## src/rtl/led_pkg.sv

```systemverilog
// Shared types and constants for the LED rate controller and its button front end.
package led_pkg;

  localparam int unsigned CLK_HZ = 100_000_000;

  typedef enum logic [1:0] {
    LOW       = 2'd0,
    WAIT_HIGH = 2'd1,
    HIGH      = 2'd2,
    WAIT_LOW  = 2'd3
  } db_state_e;

  localparam logic [1:0] RATE_BASE    = 2'd0;
  localparam logic [1:0] RATE_HALF    = 2'd1;
  localparam logic [1:0] RATE_QUARTER = 2'd2;
  localparam logic [1:0] RATE_SLOW    = 2'd3;

  // Tick period in clock cycles for a rate index, derived from the rate-0 period.
  function automatic int unsigned rate_period(input logic [1:0] rate, input int unsigned base);
    case (rate)
      RATE_BASE:    rate_period = base;
      RATE_HALF:    rate_period = base / 32'd2;
      RATE_QUARTER: rate_period = base / 32'd4;
      RATE_SLOW:    rate_period = base * 32'd2;
      default:      rate_period = base;
    endcase
  endfunction

endpackage

```

## src/rtl/btn_debounce.sv

```systemverilog
// Two-flop synchronizer plus a four-state debounce FSM for one raw push button.
// Produces the debounced level and a single-cycle pulse on each accepted press.
module btn_debounce
  import led_pkg::*;
#(
  parameter int DB_CYCLES = 1_000_000
) (
  input  logic clk,
  input  logic rst_n,
  input  logic btn_raw,
  output logic level,
  output logic rise
);

  localparam int DB_W = $clog2(DB_CYCLES + 1);
  localparam logic [DB_W-1:0] DB_LAST = DB_W'(DB_CYCLES - 1);
  localparam logic [DB_W-1:0] DB_ONE  = DB_W'(1);
  localparam logic [DB_W-1:0] DB_ZERO = DB_W'(0);

  logic [1:0]      sync_q;
  logic            btn_sync_s;
  db_state_e       state_q;
  logic [DB_W-1:0] cnt_q;
  logic            level_q;
  logic            rise_q;

  always_ff @(posedge clk or negedge rst_n) begin
    if (!rst_n) begin
      sync_q <= 2'b00;
    end else begin
      sync_q <= {sync_q[0], btn_raw};
    end
  end

  assign btn_sync_s = sync_q[1];

  // The counter restarts on every state change so each wait measures an unbroken run.
  always_ff @(posedge clk or negedge rst_n) begin
    if (!rst_n) begin
      state_q <= LOW;
      cnt_q   <= DB_ZERO;
      level_q <= 1'b0;
      rise_q  <= 1'b0;
    end else begin
      rise_q <= 1'b0;
      case (state_q)
        LOW: begin
          if (btn_sync_s) begin
            state_q <= WAIT_HIGH;
            cnt_q   <= DB_ZERO;
          end
        end
        WAIT_HIGH: begin
          if (!btn_sync_s) begin
            state_q <= LOW;
            cnt_q   <= DB_ZERO;
          end else if (cnt_q == DB_LAST) begin
            state_q <= HIGH;
            cnt_q   <= DB_ZERO;
            level_q <= 1'b1;
            rise_q  <= 1'b1;
          end else begin
            cnt_q <= cnt_q + DB_ONE;
          end
        end
        HIGH: begin
          if (!btn_sync_s) begin
            state_q <= WAIT_LOW;
            cnt_q   <= DB_ZERO;
          end
        end
        WAIT_LOW: begin
          if (btn_sync_s) begin
            state_q <= HIGH;
            cnt_q   <= DB_ZERO;
          end else if (cnt_q == DB_LAST) begin
            state_q <= LOW;
            cnt_q   <= DB_ZERO;
            level_q <= 1'b0;
          end else begin
            cnt_q <= cnt_q + DB_ONE;
          end
        end
        default: begin
          state_q <= LOW;
          cnt_q   <= DB_ZERO;
          level_q <= 1'b0;
        end
      endcase
    end
  end

  assign level = level_q;
  assign rise  = rise_q;

endmodule

```

## src/rtl/led_rate_ctrl.sv

```systemverilog
// Selectable-rate tick generator for an LED blinker; each debounced button press
// advances the rate index, which restarts the current period from zero.
module led_rate_ctrl
  import led_pkg::*;
#(
  parameter int BASE_CYCLES = 50_000_000,
  parameter int DB_CYCLES   = 1_000_000
) (
  input  logic       CLK,
  input  logic       rst_n,
  input  logic       en,
  input  logic       btn,
  output logic       tick,
  output logic [1:0] rate_sel,
  output logic       btn_pulse
);

  localparam int CNT_W = $clog2(2 * BASE_CYCLES);
  localparam int unsigned P_BASE    = rate_period(RATE_BASE, BASE_CYCLES);
  localparam int unsigned P_HALF    = rate_period(RATE_HALF, BASE_CYCLES);
  localparam int unsigned P_QUARTER = rate_period(RATE_QUARTER, BASE_CYCLES);
  localparam int unsigned P_SLOW    = rate_period(RATE_SLOW, BASE_CYCLES);
  localparam logic [CNT_W-1:0] LAST_BASE    = CNT_W'(P_BASE - 1);
  localparam logic [CNT_W-1:0] LAST_HALF    = CNT_W'(P_HALF - 1);
  localparam logic [CNT_W-1:0] LAST_QUARTER = CNT_W'(P_QUARTER - 1);
  localparam logic [CNT_W-1:0] LAST_SLOW    = CNT_W'(P_SLOW - 1);
  localparam logic [CNT_W-1:0] CNT_ZERO     = CNT_W'(0);
  localparam logic [CNT_W-1:0] CNT_ONE      = CNT_W'(1);

  logic             rise_s;
  logic             btn_level_unused_s;
  logic [CNT_W-1:0] last_s;
  logic [CNT_W-1:0] cnt_d, cnt_q;
  logic             tick_d, tick_q;
  logic [1:0]       rate_sel_d, rate_sel_q;

  btn_debounce #(
    .DB_CYCLES(DB_CYCLES)
  ) u_btn_debounce (
    .clk    (CLK),
    .rst_n  (rst_n),
    .btn_raw(btn),
    .level  (btn_level_unused_s),
    .rise   (rise_s)
  );

  always_comb begin
    last_s = LAST_BASE;
    case (rate_sel_q)
      RATE_BASE:    last_s = LAST_BASE;
      RATE_HALF:    last_s = LAST_HALF;
      RATE_QUARTER: last_s = LAST_QUARTER;
      RATE_SLOW:    last_s = LAST_SLOW;
      default:      last_s = LAST_BASE;
    endcase
  end

  // A rate change outranks the terminal count so the new period starts cleanly.
  always_comb begin
    rate_sel_d = rate_sel_q;
    cnt_d      = cnt_q;
    tick_d     = 1'b0;
    if (rise_s) begin
      rate_sel_d = rate_sel_q + 2'd1;
    end else begin
      rate_sel_d = rate_sel_q;
    end
    if (!en) begin
      cnt_d  = CNT_ZERO;
      tick_d = 1'b0;
    end else if (rise_s) begin
      cnt_d  = CNT_ZERO;
      tick_d = 1'b0;
    end else if (cnt_q == last_s) begin
      cnt_d  = CNT_ZERO;
      tick_d = 1'b1;
    end else begin
      cnt_d  = cnt_q + CNT_ONE;
      tick_d = 1'b0;
    end
  end

  always_ff @(posedge CLK or negedge rst_n) begin
    if (!rst_n) begin
      cnt_q      <= CNT_ZERO;
      tick_q     <= 1'b0;
      rate_sel_q <= RATE_BASE;
    end else begin
      cnt_q      <= cnt_d;
      tick_q     <= tick_d;
      rate_sel_q <= rate_sel_d;
    end
  end

  assign tick      = tick_q;
  assign rate_sel  = rate_sel_q;
  assign btn_pulse = rise_s;

endmodule

```

## config.mk

```make
export PLATFORM = sky130hd
export DESIGN_NAME = led_rate_ctrl
export DESIGN_NICKNAME = d
export VERILOG_FILES = /design/src/rtl/led_pkg.sv /design/src/rtl/btn_debounce.sv /design/src/rtl/led_rate_ctrl.sv
export SDC_FILE = /design/constraint.sdc
export NUM_CORES = 1
export LEC_CHECK = 0
export BUFFER_PORTS_ARGS = -buffer_cell sky130_fd_sc_hd__buf_2
export CORE_MARGIN = 8
export CORE_UTILIZATION = 62
export DETAILED_ROUTE_END_ITERATION = 7
export PLACE_DENSITY_LB_ADDON = 0.1
export SLEW_MARGIN = 5
export SYNTH_ARGS = -nofsm -noshare
export SYNTH_HDL_FRONTEND = slang
export SYNTH_SLANG_ARGS = --single-unit
```

## constraint.sdc

```tcl
create_clock -name CLK -period 3.2 [get_ports CLK]
set_clock_uncertainty 0.2 [all_clocks]
set_input_delay 0.32 -clock CLK [delete_from_list [all_inputs] [get_ports CLK]]
set_output_delay 0.32 -clock CLK [all_outputs]
set_load 0.01 [all_outputs]
```

After elaboration in Yosys (flattened, before gate mapping)
Index checks and enable logic that the tools add are counted.
Storage, ports and cells
  bits of input ports: 4
  word-level logic and storage cells: 49
  output and inout port bits: 4
  flip-flop bits (word level): 55
Cells by class
  mux-type cells: 23
  reductions and logical operators: 4
  add/sub/neg operators: 3
  equal/unequal tests: 12
Operator list (number)
  $pmux W27 S4: 1
  $mux W20: 5
  $mux W27: 3
  $pmux W20 S4: 1
  $add A27 B1 Y27 const B: 1
  $eq A27 B27 Y1: 1
  $add A20 B1 Y20 const B: 1
  $eq A20 B20 Y1 const B: 1
  $mux W2: 6
  $eq A2 B2 Y1 const B: 4
  $pmux W2 S4: 1
  $mux W1: 6
  $eq A2 B1 Y1 const B: 2
  $logic_not A2 Y1: 2
  $reduce_and A4 Y1: 1
  $ne A3 B1 Y1 const B: 1
  $ne A3 B3 Y1 const B: 1
  $add A2 B1 Y2 const B: 1
  $ne A2 B1 Y1 const B: 1
  $ne A2 B2 Y1 const B: 1
  $reduce_and A2 Y1: 1

Logic depth before layout (Yosys ltp)
  depth after elaboration: 6
  gate-level depth with buffers: 9
  depth with buffers taken out: 7

Hierarchy
From an unflattened synthesis, not the netlist that was laid out.
Second synthesis, totals
  cell total of the unflattened synthesis: 318
  area, all modules: 3045.4 µm²
Modules (own cells, without submodules)
  led_rate_ctrl: area an instance 1642.8 µm², times used 1, cells an instance 168
  btn_debounce: area an instance 1402.6 µm², times used 1, cells an instance 150

Least setup slack after synthesis
Ideal clock, no wire load.
  path type: register to register
  start point: register rate_sel_q[0] (netlist: rate_sel[0])
  end point: register cnt_q[11]
  buffers on the path: 2
  data required time: 2.881 ns
  arrival: 2.006 ns
  path slack: 0.875 ns
  stages on the path, launching flop included: 9
  cell sequence: dfrtp_1 -> inv_1 -> ha_1 -> or4_4 -> a221oi_2 -> a31o_1 -> buf_6 -> buf_6 -> nor2_1
Between the ends
  word-level cells in the longest chain between the ends: 6
  elaborated cells between the ends (all ways): 9
Ends and longest elaborated chain
  start: declaration: line led_rate_ctrl.sv:35  | logic [1:0] rate_sel_d, rate_sel_q;
  start signal: assignment: line led_rate_ctrl.sv:91  | rate_sel_q <= rate_sel_d;
  $eq A2 B2 Y1, or another cell as far along: line led_rate_ctrl.sv:49  | case (rate_sel_q)
  $pmux W27 S4 (*): line led_rate_ctrl.sv:49
  $eq A27 B27 Y1 (*): line led_rate_ctrl.sv:74  | end else if (cnt_q == last_s) begin
  $mux W27 (*): line led_rate_ctrl.sv:74
  $mux W27 (*): line led_rate_ctrl.sv:71  | end else if (rise_s) begin
  $mux W27 (*): line led_rate_ctrl.sv:68  | if (!en) begin
  via cnt_d[11]: line led_rate_ctrl.sv:33  | logic [CNT_W-1:0] cnt_d, cnt_q;
  end signal: assignment: line led_rate_ctrl.sv:89  | cnt_q <= cnt_d;
  end: declaration: line led_rate_ctrl.sv:33
Mark *: on every way through the listed nets, which the timed path passes. The rest lies on a longest branch. The select of a mux whose other input is x is not followed.
A chain may end at the register's enable or synchronous reset.

Worst setup path in the final report
  start point: register rate_sel_q[0] (netlist: rate_sel[0])
  end point: register cnt_q[12]
The elaborated chain is that of the path after synthesis.

==> qor.yml <==
timing:
  finalCritPeriodShare_pct: 77.7
  tightest_slew_ps: 898
  drv_slew: 0
  grt_setup_unrepaired: "false"
  finalSetupViolations: 0
  maxSlewHeadroom_pct: 39.9
  max_freq_mhz: 402
  hold_ws_ps: 79.8
  finalSetupTns_ps: 0
  min_period_ps: 2490
  hold_viol_final: 0
grt:
  grt_pass1_wl_mm: 10.0
  grt.total_usage_pct: 17.1
  first_global_vias: 2146
  antenna_found_initial: 0
  gr-total-overflow: 0
  grt_max_degree: 37
routing:
  antenna_left: 0
  viasPerCell: 6.02
  routed_wl_mm: 5.58
  vias: 2271
  drc_errors: 0
  wl_per_cell_microns: 14.8
  firstDrtPassIters: 4
  drtIter0Drc: 153
worst_setup_path:
  r2r_start: "rate_sel[0]$_DFFE_PN0P_"
  critPathArrivalTime_ps: 2480
  rrSetupSlack_ps: 710
  cp.required_ps: 3190
  startpoint_type: "flop"
  path_class: "flop to flop"
  r2r-end: "cnt_q[12]$_DFF_PN0_"
  ff2ff_path_depth: 7
  worstPathMaxFanout: 16
  cp-end-kind: "flop"
floorplan:
  dieArea_sq_mm: 0.00728
  row_count: 25
  initial_utilization_pct: 63.5
  fp.dieW_microns: 85.3
  coreArea_sq_mm: 0.00469
  num_io_pins: 8
  die_height_microns: 85.3
yosys:
  synth_edf_count: 0
  synth_top_family_by_area: "simple AND/OR/NAND/NOR gates"
  ys_seq_elements: 55
  synth-adder-area-share_pct: 3.36
  ys_types: 46
  yosysSeqAreaShare_pct: 46.2
  synth_xor_area_share_pct: 9.12
  synthMuxAreaShare_pct: 1.05
  synth_fp_nets: 324
  synth_ff_type: "dfrtp_1"
  syn-cell-area_sq_mm: 0.00298
  async_flop_share_pct: 100
  synth_area_per_cell_sq_um: 9.54
  ys_warn_count: 0
  synth_compound_area_share_pct: 10.0
  synth-simple-area-share_pct: 27.3
  synth_cells: 312
layout:
  fill_cells: 381
  drive_above_1_share_pct: 9.60
  final_cell_mix: "55 x dfrtp_1, 46 x nor2_1, 29 x nand2_1, 24 x nand3_1, 21 x xor2_1"
  multi_input_area_sq_mm: 0.00152
  nNetsFinal: 336
  area_growth_pct: 5.92
  antenna_cells: 0
  layout_commonest_cell: "dfrtp_1"
  seqCellArea_sq_mm: 0.00138
run_status:
  status: "complete, no violations"
cts:
  clock_path_buffers: 2
  numCtsBuffers: 5
  postCtsSetupRepairBufs: 0
  cts_root_buf: "clkbuf_8"
  clkTransAtPathRegs_ps: 90
  postCtsHoldBufs: 2
  cts.sinks: 55
  ctsHtreeMaxLevel: 2
  cts_tree: "built"
  clk_latency_ps: 300
  cts_resized: 0
min_path:
  hold_path.class: "input port to flop"
  min_from: "en"
  hold_depth: 3
  min_to: "tick$_DFF_PN0_"
placement:
  io_buffer_count: 7
  gp_congestion: 0.847
  hpwlAfterDp_mm: 3.95
power_and_ir_drop:
  power_leakage_nw: 1.35
  power.density_mw_per_mm2: 402
  ir_worst_vdd_uv: 363
flow_run:
  maxCapViolCount: 0
metrics by stage:
stage	area [sq um]	utilization (%)	cells	worst slack, ps	total power, mW
floorplan	2980	-	312	875	0.874
global placement	3060	65.3	369	871	0.924
detailed placement	3060	65.3	369	761	0.929
CTS	3150	67.2	377	737	1.28
global route	3150	67.2	377	575	1.34
finish	3150	67.2	377	713	1.27
synthesized netlist by cell type (all sizes together), types with 3 or more instances:
cell type	number	area (sq um)
o21ai	12	60.1
nand3	25	130
nor2	46	173
a31oi	9	56.3
nor4	5	67.6
ha	8	100
nand2	29	109
inv	8	30.0
xnor2	10	87.6
clkbuf	5	18.8
or2	3	18.8
a22o	3	26.3
xor2	21	184
nand4	14	87.6
buf	4	37.5
or3	3	18.8
nor4b	3	56.3
dfrtp	55	1380
nand2b	3	18.8
a21oi	15	78.8
and3	4	25.0
nor3	5	25.0
critical path, stage by stage, from the launching register on:
cell and delay (ps):
dfrtp_1 490, inv_1 130, ha_1 240, or4_4 490
a221oi_2 330, a31o_1 210, buf_4 210, nor2_1 80
report_power, final:
| group | total (mW) | switching [mW] | internal (mW) |
|---|---|---|---|
| logic | 0.171 | 0.113 | 0.0577 |
| registers | 0.747 | 0.0289 | 0.718 |
| clock network | 0.351 | 0.205 | 0.147 |
per-layer routing:
layer  track usage (%)  vias to the layer above  wire length, microns
met1              24.2                     1092                  2870
met2              25.3                       43                  2420
li1                  -                     1128                     -
met4              4.62                        0                    68
met5                 0                        -                     0
met3              4.25                        8                   218
final cells by class:
class                      count  share of cell area [%]
tap                           54                    2.14
sequential                    55                    43.6
timing repair buffer          14                    2.94
multi-input combinational    240                    48.0
clock buffer                   6                    2.30
inverter                       8                   0.952
kinds of logic (layout without fill, tap and decap cells):
family | after synthesis | after routing
AND/OR/NAND/NOR | 150 | 150
flip-flops | 55 | 55
AO/OA/AOI/OAI | 48 | 48
XOR/XNOR | 31 | 31
buffers and inverters | 17 | 28
adder cells (fa/ha/maj) | 8 | 8
multiplexers | 3 | 3
state kept, by name, indices dropped and copies added, names as in the netlist, named ones only:
register	count
cnt_q	27
rate_sel	2
tick	1
u_btn_debounce.cnt_q	20
u_btn_debounce.rise	1
u_btn_debounce.state_q	1
u_btn_debounce.sync_q	2
worst max-delay path by stage:
stage | from | endpoint | depth (start not counted)
2_1_floorplan | rate_sel[0]$_DFFE_PN0P_ | cnt_q[11]$_DFF_PN0_ | 8
6_report | rate_sel[0]$_DFFE_PN0P_ | cnt_q[12]$_DFF_PN0_ | 7
3_3_place_gp | rate_sel[0]$_DFFE_PN0P_ | cnt_q[4]$_DFF_PN0_ | 7
5_1_grt | rate_sel[0]$_DFFE_PN0P_ | cnt_q[6]$_DFF_PN0_ | 7
3_5_place_dp | rate_sel[0]$_DFFE_PN0P_ | cnt_q[4]$_DFF_PN0_ | 7
4_1_cts | rate_sel[0]$_DFFE_PN0P_ | cnt_q[12]$_DFF_PN0_ | 7
No activity file was read; power rests on OpenSTA's default activity.
